--- src/rtl/time_base.sv ---
`default_nettype none
// ============================================================================
// Module      : time_base
// Description : BCD hh:mm:ss time base with set-time, display-hold and
//               alarm-edit modes, driven by a TICK_DIV-cycle prescaler.
// Revision    : 1.0 - initial release
// ============================================================================
module time_base #(
    parameter int TICK_DIV = 100000000
) (
    input  logic        clk,
    input  logic        rst,
    input  logic [1:0]  mode,
    input  logic        inc_hr,
    input  logic        inc_min,
    output logic [23:0] timebuffer,
    output logic        sec_tick,
    output logic        min_tick
);

    localparam int              c_PW         = (TICK_DIV > 2) ? $clog2(TICK_DIV) : 1;
    localparam logic [c_PW-1:0] c_TC         = c_PW'(TICK_DIV - 1);
    localparam logic [1:0]      c_MODE_RUN   = 2'b00;
    localparam logic [1:0]      c_MODE_SET   = 2'b01;
    localparam logic [1:0]      c_MODE_HOLD  = 2'b10;
    localparam logic [1:0]      c_MODE_ALARM = 2'b11;

    // Two-digit BCD increment for minutes/seconds, wrapping 59 -> 00.
    function automatic logic [7:0] f_inc_60(input logic [7:0] v);
        logic [7:0] r;
        if (v[3:0] == 4'd9) begin
            if (v[7:4] == 4'd5) r = 8'h00;
            else                r = {v[7:4] + 4'd1, 4'd0};
        end else begin
            r = {v[7:4], v[3:0] + 4'd1};
        end
        return r;
    endfunction

    // Two-digit BCD increment for hours, wrapping 23 -> 00.
    function automatic logic [7:0] f_inc_hr(input logic [7:0] v);
        logic [7:0] r;
        if (v == 8'h23)           r = 8'h00;
        else if (v[3:0] == 4'd9)  r = {v[7:4] + 4'd1, 4'd0};
        else                      r = {v[7:4], v[3:0] + 4'd1};
        return r;
    endfunction

    logic [c_PW-1:0] r_presc;
    logic [7:0]      r_hr;
    logic [7:0]      r_min;
    logic [7:0]      r_sec;
    logic [7:0]      r_al_hr;
    logic [7:0]      r_al_min;
    logic [23:0]     r_tb;
    logic            r_sec_tick;
    logic            r_min_tick;

    logic [c_PW-1:0] w_presc_nxt;
    logic [7:0]      w_hr_nxt;
    logic [7:0]      w_min_nxt;
    logic [7:0]      w_sec_nxt;
    logic [7:0]      w_al_hr_nxt;
    logic [7:0]      w_al_min_nxt;
    logic [23:0]     w_tb_nxt;
    logic            w_sec_adv;
    logic            w_sec_wrap;

    always_comb begin
        w_presc_nxt  = r_presc;
        w_hr_nxt     = r_hr;
        w_min_nxt    = r_min;
        w_sec_nxt    = r_sec;
        w_al_hr_nxt  = r_al_hr;
        w_al_min_nxt = r_al_min;
        w_sec_adv    = 1'b0;
        w_sec_wrap   = 1'b0;

        if (mode == c_MODE_SET) begin
            // Setting parks the prescaler so the first second after exit is full length.
            w_presc_nxt = '0;
            w_sec_nxt   = 8'h00;
            if (inc_hr)  w_hr_nxt  = f_inc_hr(r_hr);
            if (inc_min) w_min_nxt = f_inc_60(r_min);
        end else begin
            if (r_presc == c_TC) begin
                w_presc_nxt = '0;
                w_sec_adv   = 1'b1;
                w_sec_nxt   = f_inc_60(r_sec);
                if (r_sec == 8'h59) begin
                    w_sec_wrap = 1'b1;
                    w_min_nxt  = f_inc_60(r_min);
                    if (r_min == 8'h59) w_hr_nxt = f_inc_hr(r_hr);
                end
            end else begin
                w_presc_nxt = r_presc + c_PW'(1);
            end
            if (mode == c_MODE_ALARM) begin
                if (inc_hr)  w_al_hr_nxt  = f_inc_hr(r_al_hr);
                if (inc_min) w_al_min_nxt = f_inc_60(r_al_min);
            end
        end
    end

    // Display follows the post-edge state so it tracks live registers exactly.
    always_comb begin
        w_tb_nxt = r_tb;
        case (mode)
            c_MODE_RUN:   w_tb_nxt = {w_hr_nxt, w_min_nxt, w_sec_nxt};
            c_MODE_SET:   w_tb_nxt = {w_hr_nxt, w_min_nxt, 8'h00};
            c_MODE_HOLD:  w_tb_nxt = r_tb;
            c_MODE_ALARM: w_tb_nxt = {w_al_hr_nxt, w_al_min_nxt, 8'h00};
            default:      w_tb_nxt = r_tb;
        endcase
    end

    always_ff @(posedge clk or posedge rst) begin
        if (rst) begin
            r_presc    <= '0;
            r_hr       <= 8'h00;
            r_min      <= 8'h00;
            r_sec      <= 8'h00;
            r_al_hr    <= 8'h00;
            r_al_min   <= 8'h00;
            r_tb       <= 24'h000000;
            r_sec_tick <= 1'b0;
            r_min_tick <= 1'b0;
        end else begin
            r_presc    <= w_presc_nxt;
            r_hr       <= w_hr_nxt;
            r_min      <= w_min_nxt;
            r_sec      <= w_sec_nxt;
            r_al_hr    <= w_al_hr_nxt;
            r_al_min   <= w_al_min_nxt;
            r_tb       <= w_tb_nxt;
            r_sec_tick <= w_sec_adv;
            r_min_tick <= w_sec_wrap;
        end
    end

    assign timebuffer = r_tb;
    assign sec_tick   = r_sec_tick;
    assign min_tick   = r_min_tick;

endmodule
`default_nettype wire

--- config.mk ---
export PLATFORM = sky130hd
export DESIGN_NAME = time_base
export DESIGN_NICKNAME = d
export VERILOG_FILES = /design/src/rtl/time_base.sv
export SDC_FILE = /design/constraint.sdc
export NUM_CORES = 1
export LEC_CHECK = 0
export CORE_MARGIN = 5
export CORE_UTILIZATION = 50
export CTS_CLUSTER_DIAMETER = 80
export CTS_CLUSTER_SIZE = 24
export DETAILED_ROUTE_END_ITERATION = 7
export PLACE_DENSITY = 0.71
export SLEW_MARGIN = 20
export SYNTH_ARGS = -nofsm -noshare
export SYNTH_HDL_FRONTEND = slang
export SYNTH_SLANG_ARGS = --single-unit
--- constraint.sdc ---
create_clock -name clk -period 8.4 [get_ports clk]
set_clock_uncertainty 0.15 [all_clocks]
set_input_delay 0.84 -clock clk [delete_from_list [all_inputs] [get_ports clk]]
set_output_delay 0.84 -clock clk [all_outputs]
set_load 0.03 [all_outputs]
### Word level (Yosys, flattened, before mapping)

Index checks and enable logic that the tools add are counted.

* add/subtract/negate cells: 11
* equality and inequality tests: 16
* multiplexer cells: 35
* reductions and logical operators: 1

Operators by type and width (number)
* two-way mux 8 bit: 27
* case mux 24 bit (3 select lines): 1
* two-way mux 27 bit: 2
* adder 4 x 1 -> 4 bit (second input constant): 10
* adder 27 x 1 -> 27 bit (second input constant): 1
* equality test 27 bit (second input constant): 1
* equality test 4 bit (second input constant): 5
* equality test 8 x 6 -> 1 bit (second input constant): 2
* equality test 8 x 7 -> 1 bit (second input constant): 2
* equality test 4 x 3 -> 1 bit (second input constant): 3
* two-way mux 1 bit: 5
* equality test 2 bit (second input constant): 2
* equality test 2 x 1 -> 1 bit (second input constant): 1
* logical NOT 2 bit: 1

* bits in registers: 93
* bits of input ports: 6
* output and inout port bits: 26
* word-level logic and storage cells: 72

### Logic depth before layout (Yosys ltp)

* depth in word-level cells: 8
* mapped depth: 9
* depth with buffers taken out: 8

### Least setup slack after synthesis

No wires, ideal clock.

* path kind: input -> register
* start: input inc_hr
* end: register r_tb[23] (netlist: timebuffer[23])
* setup time: 0.134 ns
* arrival: 2.154 ns
* data required time: 8.116 ns
* path slack: 5.962 ns
* cell stages on the path: 7
* buffers on the path: 1
* cell sequence: clkbuf_1 -> nand2_1 -> nor3_1 -> nand4_1 -> xor2_1 -> a2bb2oi_1 -> o211ai_1

* cells in the longest elaborated chain, start to end: 4
* elaborated cells on any way between the ends: 6
* classes of those cells: 6 x mux

Ends and longest elaborated chain
* from (decl): line 14 `input logic inc_hr,`
* two-way mux 8 bit: line 99 `if (inc_hr) w_al_hr_nxt = f_inc_hr(r_al_hr);`
* two-way mux 8 bit: line 98 `if (mode == c_MODE_ALARM) begin`
* two-way mux 8 bit: line 79 `if (mode == c_MODE_SET) begin`
* case mux 24 bit (3 select lines) (*): line 108 `case (mode)`
* to (signal assigned): line 135 `r_tb <= w_tb_nxt;`
* to (decl): line 55 `logic [23:0] r_tb;`

Mark *: on every way between the ends. The rest lies on a longest branch, timed or not.
A chain may end at the register's enable or synchronous reset.

### Final worst setup path

* start: input mode[1]
* end: register r_min[1]

* cells in the longest elaborated chain, start to end: 2

Ends and longest elaborated chain
* from (decl): line 13 `input logic [1:0] mode,`
* equality test 2 x 1 -> 1 bit: line 79
* two-way mux 8 bit: line 79
* net w_min_nxt[1]: line 61 `logic [7:0] w_min_nxt;`
* to (signal assigned): line 131 `r_min <= w_min_nxt;`
* to (decl): line 51 `logic [7:0] r_min;`

The timed path passes the listed nets, and every way through them passes these cells.

==> summary.txt <==
Outcome
  – Run status: completed

Power
  – Clk pwr share: between 20% and 30%
  – Internal power: 886 uW
  – P_sw: 513 uW
  – Leak: between 2 and 3 nW
  – Pwr dens: between 200 and 250 nW/um2
  – Net Sw Frac: between 30% and 40%
  – Seq pwr share: between 40 and 50%
  – Worst vdd ir: between 100 and 150 uV
  – Comb pwr share: between 30% and 40%

Routing
  – DRT Wirelength: 11,600 um
  – Via count: between 4,000 and 5,000
  – Iter 0 DRT Violations: around 270
  – DRC: 0
  – Routed Antenna Nets: 0
  – Wirelength per Cell: approximately 16 um
  – DRT Pass-1 Iters: 5
  – Avg Vias per Cell: between 5 and 6

Logic synthesis
  – Synth cell types: 74
  – Ys Warns: 0
  – Count leader, synth: dfrtp_1
  – Synth async-reset ratio: 100%
  – Synth Area per Inst: about 9.4 um2
  – Post-synth EDFFs: 0
  – FF+latch count, synth: 93
  – Post-synth top area share: 43.2%
  – Mapped Cells: 574
  – Sequential area share after synthesis: around 43%
  – Cell Area, Synth: between 5000 and 6000 um2
  – Yosys top cell by area: dfrtp_1
  – Syn Nets: 591
  – Main synth FF type: dfrtp_1
  – Top post-synthesis cells by area: dfrtp_1 43%, xnor2_1 5.5%, nor2_1 5.0%
  – Synth top cells by count: 93 x dfrtp_1, 72 x nor2_1, 51 x nand2_1, 34 x xnor2_1

Finish
  – Layout net count: 606
  – Diode count: 0
  – FILL cells: about 940
  – Layout Utilization: 57.3%
  – Synthesis-to-layout area growth: 10.9%
  – Share of cells above drive strength 1: approximately 8.4%

Placement
  – Port bufs: 31
  – Pre-CTS WS: roughly 4300 ps
  – Gpl congestion: approximately 0.86
  – Hpwl dp: between 8000 and 9000 um

Timing
  – Post-Route Setup TNS: 0 ps
  – Slew @ Worst Pin: approximately 900 ps
  – WHS: roughly 340 ps
  – Final period util: between 40% and 50%
  – Min Tclk post-route: roughly 3700 ps
  – Final setup fails: 0
  – Fin worst setup slack: 4720 ps
  – Worst rel slew slack: roughly two fifths
  – F_max: around 270 MHz
  – RSZ-0062 raised after global routing: no
  – Max Transition Viols Final: 0
  – Final hold violations: 0

Clocking
  – CTS Sinks: 93
  – Cts repair resizes: 0
  – H-tree level count: 3
  – Clk root buf: clkbuf_8
  – Worst-Skew Late Latency: between 300 and 400 ps
  – CTS Buf Count: 9
  – Maximum clock path buffer count: 2
  – CTS tree: built
  – Hold_buf cts: 0
  – Clock transition at path regs: about 100 ps
  – Setup repair bufs after CTS: 0

GRT
  – Global-route wire length before repair: 19,700 um
  – Congestion Overflow GR: 0
  – Vias in the first global route: around 4,000
  – Largest net degree at the start of global routing: just over 70
  – Initial antenna violation count: 0
  – GRT Total Usage: between 10% and 20%

Critical path
  – Worst EP arrival: 3790 ps
  – CP Class: in2reg
  – Worst path slowest cell: clkdlybuf4s50_1
  – R2r endpoint: r_hr[3]
  – Cell Chain, Critical Path: clkdlybuf4s50_1 > clkinv_1 > nand2_1 > mux2_2 > nand2_1 > mux2_1
  – CP peak stage delay: 960 ps
  – R2R depth: 6
  – CP Data Required Time: 8510 ps
  – Reg2reg start: r_presc[0]
  – Worst Setup End Kind: flop
  – Most frequent CP cell: nand2_1
  – Startpoint Class: primary input
  – Largest fanout on the critical path: 22
  – FF-to-FF setup slack: between 5000 and 6000 ps

Die
  – Die W: around 110 um
  – Die Y: 114 um
  – Total core area: around 10,000 um2
  – Initial Util: between 50% and 60%
  – Site row count: 37
  – Overall die area: 12,900 um2
  – I/O pin cnt: 32

Min path
  – Hold Path Depth: 1
  – HP Class: reg2reg
  – Hold Path Origin: r_presc[0]
  – WHS Endpoint: r_presc[0]

Job
  – Max-Cap Viols: 0
[layout make-up]
type / instances / area (um2) / share of cell area (%)
multi-input combinational: 436 / 2870 / 48.0
sequential: 93 / 2330 / 39.0
timing repair buffer: 34 / 333 / 5.58
tap: 136 / 170 / 2.85
clock buffer: 11 / 151 / 2.54
clock inverter: 5 / 63.8 / 1.07
inverter: 15 / 57.6 / 0.964
[layer usage]
metal / share of wire [%] / vias up / global-route usage [%]
met5: 0 / - / 0
met3: 4.1 / 11 / 3.71
met1: 47 / 2019 / 25.1
met4: 1.0 / 0 / 5.54
li1: - / 2056 / -
met2: 48 / 82 / 30.6
[critical path: cells and delay by family]
kind,cells,cell delay [ps]
muxes,2,770
buffers and inverters,2,1620
and+or+nand+nor,2,550
[power groups by stage]
stage	registers [mW]	clock network (mW)	logic, mW
floorplan	0.642	0	0.322
global route	0.667	0.347	0.472
global placement	0.653	0	0.417
finish	0.653	0.318	0.428
CTS	0.650	0.330	0.431
detailed placement	0.658	0	0.428
[cell usage in the layout, fill, tap and decap left out, drive strengths merged, types with 3 or more instances in the layout]
cell           synthesis  final
dfrtp                 93     93
nor2                  73     73
nand2                 52     52
xnor2                 34     34
clkdlybuf4s50          0     31
o21ai                 30     30
nand3                 29     29
a21oi                 24     24
xor2                  20     20
mux2i                 16     16
inv                   14     16
nand4                 14     14
mux2                  13     13
ha                    11     11
clkbuf                17     11
nand2b                10     10
nor3                  10     10
nor2b                  8      8
a211oi                 7      7
nor4                   7      7
and3                   6      6
and4                   5      5
a22o                   5      5
or2                    4      4
o31ai                  4      4
o211ai                 4      4
and3b                  3      3
o22ai                  3      3
a31oi                  3      3
buf                   13      3
and4b                  3      3
[flip-flops by register name, summed over array words and instances (netlist names)]
signal	cells
timebuffer	24
sec_tick	1
r_sec	8
r_min	8
r_al_hr	8
r_hr	8
r_presc	27
r_al_min	8
min_tick	1
[cell families (layout without fill, tap and decap cells)]
group / count (synthesis) / in the layout / synth area share [%]
buf+inv: 45 / 65 / 3.56
xor+xnor: 54 / 54 / 8.78
mux: 30 / 30 / 6.18
compound gates: 101 / 101 / 12.2
simple gates: 240 / 240 / 23.5
fa+ha+maj: 11 / 11 / 2.56
flops: 93 / 93 / 43.2
[worst max-delay path by stage]
stage	depth (start not counted)	slack, ps	endpoint	start
final	6	4720	r_min[1]	mode[1]
after global routing	6	4430	r_min[1]	mode[1]
after CTS	6	4720	r_min[1]	mode[1]
after detailed placement	6	4330	r_min[1]	mode[1]
after global placement	6	4370	r_min[1]	mode[1]
after floorplan	1	4990	min_tick	rst
[through the flow]
stage | cell area, um2 | total power, mW | cells
after floorplan | 5380 | 0.964 | 574
after global placement | 5750 | 1.07 | 714
after detailed placement | 5750 | 1.09 | 714
final | 5970 | 1.40 | 730
after CTS | 5970 | 1.41 | 730
after global routing | 5970 | 1.49 | 730
Note: power is estimated with default switching activity, not from simulation.
